### config.mk
export PLATFORM = sky130hd
export DESIGN_NAME = alu_control_sequencer_flat
export DESIGN_NICKNAME = d
export VERILOG_FILES = /design/src/rtl/alu_control_sequencer_if.sv /design/src/rtl/alu_control_sequencer.sv /design/src/flat_wrapper.sv
export SDC_FILE = /design/constraint.sdc
export NUM_CORES = 1
export LEC_CHECK = 0
export ABC_AREA = 1
export CAP_MARGIN = 20
export CORE_MARGIN = 3
export CORE_UTILIZATION = 40
export CTS_BUF_LIST = sky130_fd_sc_hd__clkbuf_8
export DETAILED_ROUTE_END_ITERATION = 6
export PLACE_DENSITY = 0.83
export SLEW_MARGIN = 10
export SYNTH_ARGS = -nofsm -noshare
export SYNTH_HDL_FRONTEND = slang
export SYNTH_SLANG_ARGS = --single-unit
### constraint.sdc
create_clock -name w_clock -period 1.6 [get_ports w_clock]
set_clock_uncertainty 0.05 [all_clocks]
set_input_delay 0.16 -clock w_clock [delete_from_list [all_inputs] [get_ports w_clock]]
set_output_delay 0.16 -clock w_clock [all_outputs]
set_load 0.005 [all_outputs]
### src/rtl/alu_control_sequencer_if.sv
// Control bundle between the ALU instruction sequencer and the datapath.
// The master side is the sequencer; the slave side is the datapath or the bench.
interface alu_control_sequencer_if #(
  parameter int NREGS = 16
);
  logic             start;
  logic             w_mem_ready;
  logic [31:0]      w_IR;

  logic             s_PC, s_Zlow, s_Zhigh, s_MDR;
  logic [NREGS-1:0] s_R;
  logic [NREGS-1:0] e_R;
  logic             e_MAR, e_Z, e_PC, e_MDR, e_IR, e_Y, e_HI, e_LO, e_alu;
  logic             w_IncPC, w_read;
  logic [5:0]       opcode;
  logic             busy, done, illegal;

  modport master (
    input  start, w_mem_ready, w_IR,
    output s_PC, s_Zlow, s_Zhigh, s_MDR, s_R, e_R,
           e_MAR, e_Z, e_PC, e_MDR, e_IR, e_Y, e_HI, e_LO, e_alu,
           w_IncPC, w_read, opcode, busy, done, illegal
  );

  modport slave (
    output start, w_mem_ready, w_IR,
    input  s_PC, s_Zlow, s_Zhigh, s_MDR, s_R, e_R,
           e_MAR, e_Z, e_PC, e_MDR, e_IR, e_Y, e_HI, e_LO, e_alu,
           w_IncPC, w_read, opcode, busy, done, illegal
  );
endinterface

### src/rtl/alu_control_sequencer.sv
// T-state sequencer for register-to-register ALU instructions: fetch, decode,
// then steer operands through Y, the ALU and Z into Ra or LO/HI.
module alu_control_sequencer #(
  parameter int NREGS = 16
) (
  input  logic                    w_clock,
  input  logic                    w_clear,
  alu_control_sequencer_if.master bus
);

  typedef enum logic [2:0] {IDLE, T0, T1, T2, T3, T4, T5, T6} state_e;
  typedef enum logic [1:0] {CLS_ILLEGAL, CLS_UNARY, CLS_BINARY, CLS_MULDIV} op_class_e;

  function automatic op_class_e classify(input logic [4:0] op);
    case (op)
      5'd0, 5'd1, 5'd2, 5'd3,
      5'd7, 5'd8, 5'd9, 5'd10, 5'd11: return CLS_BINARY;
      5'd5, 5'd6:                     return CLS_MULDIV;
      5'd4, 5'd12:                    return CLS_UNARY;
      default:                        return CLS_ILLEGAL;
    endcase
  endfunction

  function automatic logic [NREGS-1:0] onehot(input logic [3:0] idx);
    logic [NREGS-1:0] one;
    one = NREGS'(1);
    return one << idx;
  endfunction

  state_e     state;
  op_class_e  cls_q;
  logic [3:0] ra_q, rc_q;
  logic [5:0] opcode_q;
  logic       done_q, illegal_q;

  op_class_e  ir_cls;
  logic       unused_ir;

  assign ir_cls    = classify(bus.w_IR[31:27]);
  assign unused_ir = ^bus.w_IR[14:0];

  // NOTE: all state below uses non-blocking assignments so every register
  // sees the pre-edge values of the others, regardless of statement order.
  always_ff @(posedge w_clock or negedge w_clear) begin
    if (!w_clear) begin
      state     <= IDLE;
      cls_q     <= CLS_ILLEGAL;
      ra_q      <= '0;
      rc_q      <= '0;
      opcode_q  <= '0;
      done_q    <= 1'b0;
      illegal_q <= 1'b0;
    end else begin
      done_q    <= 1'b0;
      illegal_q <= 1'b0;
      case (state)
        IDLE: if (bus.start) state <= T0;
        T0:   state <= T1;
        T1:   if (bus.w_mem_ready) state <= T2;
        T2:   state <= T3;
        T3: begin
          ra_q  <= bus.w_IR[26:23];
          rc_q  <= bus.w_IR[18:15];
          cls_q <= ir_cls;
          if (ir_cls == CLS_ILLEGAL) begin
            state     <= IDLE;
            done_q    <= 1'b1;
            illegal_q <= 1'b1;
          end else begin
            opcode_q <= {1'b0, bus.w_IR[31:27]};
            state    <= T4;
          end
        end
        T4: begin
          if (cls_q == CLS_UNARY) begin
            state  <= IDLE;
            done_q <= 1'b1;
          end else begin
            state <= T5;
          end
        end
        T5: begin
          if (cls_q == CLS_MULDIV) begin
            state <= T6;
          end else begin
            state  <= IDLE;
            done_q <= 1'b1;
          end
        end
        T6: begin
          state  <= IDLE;
          done_q <= 1'b1;
        end
        default: state <= IDLE;
      endcase
    end
  end

  // Strobes decode from the state and latched fields; T3 reads the fresh IR
  // directly because the fields are only captured on the edge leaving T3.
  always_comb begin
    // NOTE: every output gets a default first so no case path infers a latch.
    bus.s_PC    = 1'b0;
    bus.s_Zlow  = 1'b0;
    bus.s_Zhigh = 1'b0;
    bus.s_MDR   = 1'b0;
    bus.s_R     = '0;
    bus.e_R     = '0;
    bus.e_MAR   = 1'b0;
    bus.e_Z     = 1'b0;
    bus.e_PC    = 1'b0;
    bus.e_MDR   = 1'b0;
    bus.e_IR    = 1'b0;
    bus.e_Y     = 1'b0;
    bus.e_HI    = 1'b0;
    bus.e_LO    = 1'b0;
    bus.e_alu   = 1'b0;
    bus.w_IncPC = 1'b0;
    bus.w_read  = 1'b0;
    bus.opcode  = opcode_q;
    case (state)
      T0: begin
        bus.s_PC    = 1'b1;
        bus.e_MAR   = 1'b1;
        bus.w_IncPC = 1'b1;
        bus.e_Z     = 1'b1;
      end
      T1: begin
        bus.s_Zlow  = 1'b1;
        bus.e_PC    = 1'b1;
        bus.w_read  = 1'b1;
        bus.e_MDR   = 1'b1;
      end
      T2: begin
        bus.s_MDR   = 1'b1;
        bus.e_IR    = 1'b1;
      end
      T3: begin
        case (ir_cls)
          CLS_BINARY, CLS_MULDIV: begin
            bus.s_R = onehot(bus.w_IR[22:19]);
            bus.e_Y = 1'b1;
          end
          CLS_UNARY: begin
            bus.s_R    = onehot(bus.w_IR[22:19]);
            bus.e_alu  = 1'b1;
            bus.e_Z    = 1'b1;
            bus.opcode = {1'b0, bus.w_IR[31:27]};
          end
          default: ;
        endcase
      end
      T4: begin
        if (cls_q == CLS_UNARY) begin
          bus.s_Zlow = 1'b1;
          bus.e_R    = onehot(ra_q);
        end else begin
          bus.s_R   = onehot(rc_q);
          bus.e_alu = 1'b1;
          bus.e_Z   = 1'b1;
        end
      end
      T5: begin
        bus.s_Zlow = 1'b1;
        if (cls_q == CLS_MULDIV) bus.e_LO = 1'b1;
        else                     bus.e_R  = onehot(ra_q);
      end
      T6: begin
        bus.s_Zhigh = 1'b1;
        bus.e_HI    = 1'b1;
      end
      default: ;
    endcase
  end

  assign bus.busy    = (state != IDLE);
  assign bus.done    = done_q;
  assign bus.illegal = illegal_q;

endmodule
### src/flat_wrapper.sv
// flat-port wrapper written by rule: the top's interface ports become plain ports
module alu_control_sequencer_flat 
#(
  parameter int NREGS = 16
)
  (w_clock, w_clear, bus_start, bus_w_mem_ready, bus_w_IR, bus_s_PC, bus_s_Zlow, bus_s_Zhigh, bus_s_MDR, bus_s_R, bus_e_R, bus_e_MAR, bus_e_Z, bus_e_PC, bus_e_MDR, bus_e_IR, bus_e_Y, bus_e_HI, bus_e_LO, bus_e_alu, bus_w_IncPC, bus_w_read, bus_opcode, bus_busy, bus_done, bus_illegal);
  alu_control_sequencer_if #(.NREGS(NREGS)) bus_i ();
  input  logic w_clock;
  input  logic w_clear;
  input wire logic [$bits(bus_i.start)-1:0] bus_start;
  input wire logic [$bits(bus_i.w_mem_ready)-1:0] bus_w_mem_ready;
  input wire logic [$bits(bus_i.w_IR)-1:0] bus_w_IR;
  output wire logic [$bits(bus_i.s_PC)-1:0] bus_s_PC;
  output wire logic [$bits(bus_i.s_Zlow)-1:0] bus_s_Zlow;
  output wire logic [$bits(bus_i.s_Zhigh)-1:0] bus_s_Zhigh;
  output wire logic [$bits(bus_i.s_MDR)-1:0] bus_s_MDR;
  output wire logic [$bits(bus_i.s_R)-1:0] bus_s_R;
  output wire logic [$bits(bus_i.e_R)-1:0] bus_e_R;
  output wire logic [$bits(bus_i.e_MAR)-1:0] bus_e_MAR;
  output wire logic [$bits(bus_i.e_Z)-1:0] bus_e_Z;
  output wire logic [$bits(bus_i.e_PC)-1:0] bus_e_PC;
  output wire logic [$bits(bus_i.e_MDR)-1:0] bus_e_MDR;
  output wire logic [$bits(bus_i.e_IR)-1:0] bus_e_IR;
  output wire logic [$bits(bus_i.e_Y)-1:0] bus_e_Y;
  output wire logic [$bits(bus_i.e_HI)-1:0] bus_e_HI;
  output wire logic [$bits(bus_i.e_LO)-1:0] bus_e_LO;
  output wire logic [$bits(bus_i.e_alu)-1:0] bus_e_alu;
  output wire logic [$bits(bus_i.w_IncPC)-1:0] bus_w_IncPC;
  output wire logic [$bits(bus_i.w_read)-1:0] bus_w_read;
  output wire logic [$bits(bus_i.opcode)-1:0] bus_opcode;
  output wire logic [$bits(bus_i.busy)-1:0] bus_busy;
  output wire logic [$bits(bus_i.done)-1:0] bus_done;
  output wire logic [$bits(bus_i.illegal)-1:0] bus_illegal;
  assign bus_i.start = bus_start;
  assign bus_i.w_mem_ready = bus_w_mem_ready;
  assign bus_i.w_IR = bus_w_IR;
  assign bus_s_PC = bus_i.s_PC;
  assign bus_s_Zlow = bus_i.s_Zlow;
  assign bus_s_Zhigh = bus_i.s_Zhigh;
  assign bus_s_MDR = bus_i.s_MDR;
  assign bus_s_R = bus_i.s_R;
  assign bus_e_R = bus_i.e_R;
  assign bus_e_MAR = bus_i.e_MAR;
  assign bus_e_Z = bus_i.e_Z;
  assign bus_e_PC = bus_i.e_PC;
  assign bus_e_MDR = bus_i.e_MDR;
  assign bus_e_IR = bus_i.e_IR;
  assign bus_e_Y = bus_i.e_Y;
  assign bus_e_HI = bus_i.e_HI;
  assign bus_e_LO = bus_i.e_LO;
  assign bus_e_alu = bus_i.e_alu;
  assign bus_w_IncPC = bus_i.w_IncPC;
  assign bus_w_read = bus_i.w_read;
  assign bus_opcode = bus_i.opcode;
  assign bus_busy = bus_i.busy;
  assign bus_done = bus_i.done;
  assign bus_illegal = bus_i.illegal;
  alu_control_sequencer #(.NREGS(NREGS)) u_core (.w_clock(w_clock), .w_clear(w_clear), .bus(bus_i));
endmodule
==> key figures, run 1 <==
Run status
  • Outcome: finished with violations
  • Failing checks: setup timing

STA
  • Final critical-path required period: 2.00 ns
  • Max Transition Viols Final: 0
  • Endpoints failing hold: 0
  • Fmax: 0.501 GHz
  • Setup TNS: -14.81 ns
  • Setup slack after layout: -0.395 ns
  • Unrepaired setup endpoints after global routing: yes
  • Setup violations, final: 56
  • Fin crit share: 1.25

CTS
  • Deepest clock path buffer count: 2
  • Number of H-tree levels: 1
  • Root buf cell: clkbuf_8
  • CTS tree: yes
  • Clock slew at reported path FFs: 0.09 ns
  • Hold-fix buffers at CTS: 0
  • Cts bufs inserted: 3
  • Num Clock Sinks: 20
  • Worst-skew pair later-pin latency: 0.27 ns

Worst setup path
  • CP Launch Type: flip-flop
  • Reg2reg setup slack: -0.23 ns
  • WS Path Type: flip-flop to output pin
  • Critical path peak fanout: 5
  • Critical Path, Cell by Cell: nor2_4 -> nand2_4 -> inv_4 -> nand3_4 -> nand2_4 -> buf_6 -> buf_6 -> nand2_2 -> nand2_1 -> buf_2
  • FF-to-FF Start: u_core.state[1]$_DFFE_PN0P_
  • CP max stage delay: 0.47 ns
  • CP endpoint kind: output pin
  • Data arrival, critical path: 1.79 ns
  • Crit Reg-Reg Endpoint: u_core.opcode_q[3]$_DFFE_PN0P_
  • CP Data Required Time: 1.39 ns
  • Slowest cell on the critical path: dfrtp_2
  • Reg2reg path depth: 10

Placement
  • Placed insts: 419
  • Pre-CTS WS: -0.606 ns
  • Post-DP HPWL: 4070 µm
  • Global placement routability congestion: 0.845
  • # port buffers: 75
  • DP Area: 0.00267 mm²

Synthesis
  • Yosys top cell area share: 0.300
  • Synth Cell Area: 0.00167 mm²
  • Dominant cell type by area after synthesis: dfrtp_1
  • Largest cells by area after synthesis: dfrtp_1 30%, nand2_1 17%, nand3_1 11%, nor2_1 10%, inv_1 7.4%
  • Post-Synthesis Cells: 277
  • Synth warn: 0
  • Number of synthesized register bits: 20
  • Synthesized Nets: 313
  • Seq/Total Area, Yosys: 0.300
  • Post-synth cell types: 21
  • Avg Cell Area, Syn: 6.03 µm²

Floorplan
  • Die area: 0.00499 mm²
  • Die X-Extent: 70.6 µm
  • Site Rows: 22
  • Die Y-Extent: 70.6 µm
  • Starting Density: 0.433
  • Floorplan Core Area: 0.00385 mm²
  • IO Count: 92

GRT
  • Largest net degree at the start of global routing: 21
  • Gr ovfl total: 0
  • GRT Total Usage: 0.285
  • Global-route wire length before repair: 11,500 µm
  • Initial antenna violation count: 0
  • Number of global-route vias before repair: 2,448

Final layout
  • Final #Nets: 446
  • # fillers: 237
  • Post-route insts no fill: 456
  • Share of cells above drive strength 1: 0.426
  • Post-Layout Inst Area: 0.00316 mm²
  • Layout area overhead: 88.9%
  • Most frequent cells in the layout: 52 x nand2_1, 44 x buf_4, 38 x nor2_1
  • Commonest non-fill, non-tap cell in the layout: nand2_1
  • Inserted Diodes: 0

Power
  • Final Power: 3.88 mW
  • Max IR drop VDD: 863 µV
  • Power density over the cells: 1230 mW/mm²
  • Pleak: 1.66 nW

Route
  • Drt drc: 0
  • Vias after detailed routing: 2,556
  • DRT iter0 DRCs: 265
  • WL final: 7900 µm
  • Vias/cell: 5.61
  • Detail Route Antenna Nets: 0
  • DR pass1 iterations: 5
  • Drt wl/cell: 17.3 µm

Worst hold path
  • Hold WC Path Type: input pin to asynchronous set/reset pin

Job
  • Number of max-cap violations: 0
[how the worst max path moves through the flow]
stage	startpoint	to	slack, ns	depth (start not counted)
6_report	u_core.state[1]$_DFFE_PN0P_	bus_s_R[9]	-0.40	10
5_1_grt	u_core.state[1]$_DFFE_PN0P_	bus_s_R[15]	-0.46	10
4_1_cts	u_core.state[0]$_DFFE_PN0P_	bus_s_R[15]	-0.32	10
3_5_place_dp	bus_w_IR[28]	bus_s_R[13]	-0.61	9
3_3_place_gp	bus_w_IR[28]	bus_s_R[12]	-0.56	9
2_1_floorplan	u_core.state[1]$_DFFE_PN0P_	bus_s_R[12]	0.19	6
[state kept, by name (all words and copies together), names as in the netlist]
register	flops
u_core.state	3
u_core.opcode_q	5
u_core.bus.done	1
u_core.rc_q	4
u_core.ra_q	4
u_core.bus.illegal	1
u_core.cls_q	2
[per-stage QoR]
stage / utilization / hold slack, ns
final: 0.819 / 0.168
after global routing: 0.819 / 0.190
after CTS: 0.796 / 0.187
after detailed placement: 0.692 / 0.437
after global placement: 0.692 / 0.429
after floorplan: - / -0.186
[critical path: cells and delay by family (launching register included)]
family,cells,cell delay (ns)
and+or+nand+nor,6,0.61
buffers and inverters,4,0.42
DFF,1,0.47
[cell usage after synthesis]
cell type / number
nand4_1: 7
nand2_1: 77
or2_2: 1
dfrtp_1: 20
o22ai_1: 2
nand3_4: 2
buf_2: 3
nor3_1: 17
clkinv_1: 1
nand3_1: 38
inv_1: 33
nand2_2: 2
buf_4: 8
nor2_1: 45
a21oi_4: 1
o21ai_0: 10
inv_4: 1
buf_6: 2
nor2_2: 1
conb_1: 1
clkbuf_1: 5
[metal layers]
metal / wire (µm) / up-vias / global-route usage
met2: 3880 / 166 / 0.508
met5: 0 / - / 0
met3: 696 / 53 / 0.0653
li1: - / 1136 / -
met4: 496 / 0 / 0.127
met1: 2830 / 1201 / 0.324
[area by class of cell]
cell class,instances,area [µm²],area share
Inverter,35,134,0.0424
Tap cell,48,60.1,0.0190
Clock buffer,3,41.3,0.0131
Sequential cell,20,504,0.160
Timing Repair Buffer,144,1260,0.400
Multi-Input combinational cell,206,1150,0.365
[report_power, final]
group	internal [mW]	total [mW]	leakage, nW	switching [mW]
clock network	0.168	0.340	0.0216	0.172
logic	1.18	2.55	1.39	1.37
registers	0.744	0.991	0.248	0.247
[kinds of logic (layout without fill, tap and decap cells)]
logic type / after synthesis / count (layout) / share of synthesized area
other: 1 / 1 / 0.00225
buffers and inverters: 53 / 182 / 0.150
and+or+nand+nor: 190 / 192 / 0.501
DFF: 20 / 20 / 0.300
AOI/OAI and AO/OA: 13 / 13 / 0.0472
[what timing repair did]
item,in CTS,in global routing
gates resized for setup,219,33
setup buffers,29,4
cloned,2,0
setup endpoints to repair,53,61
pin swaps,11,8
Note: power is estimated with default switching activity, not from simulation.
==> run 2, diff against run 1 <==
--- a/config.mk
+++ b/config.mk
@@ -12,6 +12,7 @@
 export CTS_BUF_LIST = sky130_fd_sc_hd__clkbuf_8
 export DETAILED_ROUTE_END_ITERATION = 6
 export PLACE_DENSITY = 0.83
+export REMOVE_ABC_BUFFERS = 1
 export SLEW_MARGIN = 10
 export SYNTH_ARGS = -nofsm -noshare
 export SYNTH_HDL_FRONTEND = slang
==> run 2 against run 1 <==
Against the previous run: the flow finishes with violations (DRC, setup timing); first-iteration DRC count rose by 60%; register-to-register slack improved by 0.07 ns; combinational power rose by 27%; critical endpoint is now bus_s_R[4]; highest routed layer unchanged.
==> key figures, run 2 (synthesis results as in run 1) <==
Run status
  • Outcome: finished with violations
  • Failing checks: DRC, setup timing

Route
  • DR pass1 iterations: 7
  • Detail Route Antenna Nets: 0
  • Drt drc: 4
  • WL final: 10,600 µm
  • Vias/cell: 6.24
  • Drt wl/cell: 22.6 µm
  • DRT iter0 DRCs: 425
  • Vias after detailed routing: 2,927

Job
  • Number of max-cap violations: 0

STA
  • Fin crit share: 1.30
  • Endpoints failing hold: 0
  • Setup slack after layout: -0.476 ns
  • Setup violations, final: 59
  • Setup TNS: -17.32 ns
  • Final critical-path required period: 2.08 ns
  • Unrepaired setup endpoints after global routing: yes
  • Max Transition Viols Final: 0
  • Fmax: 0.482 GHz

Floorplan
  • Starting Density: 0.433
  • IO Count: 92
  • Floorplan Core Area: 0.00385 mm²
  • Die X-Extent: 70.6 µm
  • Die Y-Extent: 70.6 µm
  • Die area: 0.00499 mm²
  • Site Rows: 22

CTS
  • Number of H-tree levels: 1
  • Cts bufs inserted: 3
  • CTS tree: yes
  • Root buf cell: clkbuf_8
  • Deepest clock path buffer count: 2
  • Clock slew at reported path FFs: 0.09 ns
  • Worst-skew pair later-pin latency: 0.28 ns
  • Num Clock Sinks: 20

Placement
  • Global placement routability congestion: 0.864
  • DP Area: 0.00271 mm²
  • # port buffers: 75
  • Post-DP HPWL: 4060 µm
  • Placed insts: 425

Final layout
  • Inserted Diodes: 0
  • Layout area overhead: 107%
  • Regs by FF count: u_core.opcode_q (5), u_core.ra_q (4), u_core.rc_q (4)
  • Share of cells above drive strength 1: 0.556
  • Max reg flops: 5
  • Post-Layout Inst Area: 0.00345 mm²
  • Most frequent cells in the layout: 44 x nand2_1, 44 x buf_6, 42 x buf_2
  • Post-route insts no fill: 469
  • Final #Nets: 458
  • Biggest register: u_core.opcode_q
  • # fillers: 153

GRT
  • Number of global-route vias before repair: 2,666
  • Global-route wire length before repair: 13,300 µm
  • GRT Total Usage: 0.334
  • Gr ovfl total: 0
  • Largest net degree at the start of global routing: 21
  • Initial antenna violation count: 0

Power
  • Pleak: 1.85 nW
  • Max IR drop VDD: 795 µV
  • Power density over the cells: 1360 mW/mm²

Worst setup path
  • WS Path Type: flip-flop to output pin
  • CP endpoint kind: output pin
  • CP Launch Type: flip-flop
  • Critical Path, Cell by Cell: nor2_4 -> nand2_4 -> inv_6 -> nand3_4 -> nand2_4 -> buf_6 -> buf_6 -> nand2_2 -> nand2_1 -> buf_2
  • Critical path peak fanout: 4
  • CP max stage delay: 0.46 ns
  • Slowest cell on the critical path: dfrtp_2
  • FF-to-FF Start: u_core.state[1]$_DFFE_PN0P_
  • CP Launch Point: u_core.state[1]$_DFFE_PN0P_
  • Data arrival, critical path: 1.87 ns
  • CP Data Required Time: 1.39 ns

Worst hold path
  • Hold WC Path Type: input pin to asynchronous set/reset pin
run 2: cell count changes in the layout (fill, tap and decap cells not counted), sizes merged:
cell,delta
buf,+34
clkdlybuf4s15,-12
clkdlybuf4s50,-8
clkbuf,+2
dlygate4sd2,-2
dlymetal6s2s,-1
run 2: critical path, delay by kind of cell (launching register included):
family,cells,cell delay (ns)
buffers and inverters,4,0.46
flip-flops,1,0.46
AND/OR/NAND/NOR,6,0.67
run 2: path summary, 6_finish.rpt:
path                       slack (ns)  cells after the start                        endpoint
min                              0.19                      2     u_core.state[1]$_DFFE_PN0P_
min in group w_clock             0.34                      3  u_core.opcode_q[1]$_DFFE_PN0P_
max                             -0.48                     10                      bus_s_R[4]
min reg2reg                      0.51                      2  u_core.opcode_q[2]$_DFFE_PN0P_
max reg2reg                     -0.16                     11       u_core.bus.done$_DFF_PN0_
max in group asynchronous        1.07                      2    u_core.bus.illegal$_DFF_PN0_
run 2: power breakdown:
group	switching [mW]	internal [mW]
Clock	0.199	0.220
Sequential	0.295	0.744
Combinational	1.80	1.45
run 2: through the flow:
step | worst slack, ns | power (mW) | util | hold slack [ns]
global placement | -0.587 | 2.95 | 0.704 | 0.428
CTS | -0.283 | 3.86 | 0.825 | 0.198
finish | -0.476 | 4.70 | 0.896 | 0.187
global route | -0.479 | 4.83 | 0.896 | 0.210
detailed placement | -0.638 | 3.01 | 0.704 | 0.441
floorplan | -0.0183 | 1.81 | - | -0.186
run 2: area by class of cell:
cell class / count / area [µm²] / area share
flip-flops and latches: 20 / 504 / 0.146
clock buffers: 4 / 55.1 / 0.0159
inverters: 35 / 146 / 0.0424
multi-input cells: 206 / 1380 / 0.399
repair buffers: 156 / 1310 / 0.380
well taps: 48 / 60.1 / 0.0174
run 2: layer usage:
metal / part of all wire / vias up / GRT usage
li1: - / 1163 / -
met1: 0.34 / 1369 / 0.389
met2: 0.47 / 296 / 0.587
met3: 0.11 / 99 / 0.0739
met4: 0.078 / 0 / 0.144
met5: 0 / - / 0
run 2: timing repair:
action / in CTS / in global routing
pin swaps: 23 / 28
resized for setup: 294 / 86
hold buffers: 0 / 0
buffers inserted: 34 / 12
endpoints found under the setup margin: 53 / 63
gates cloned: 3 / 0
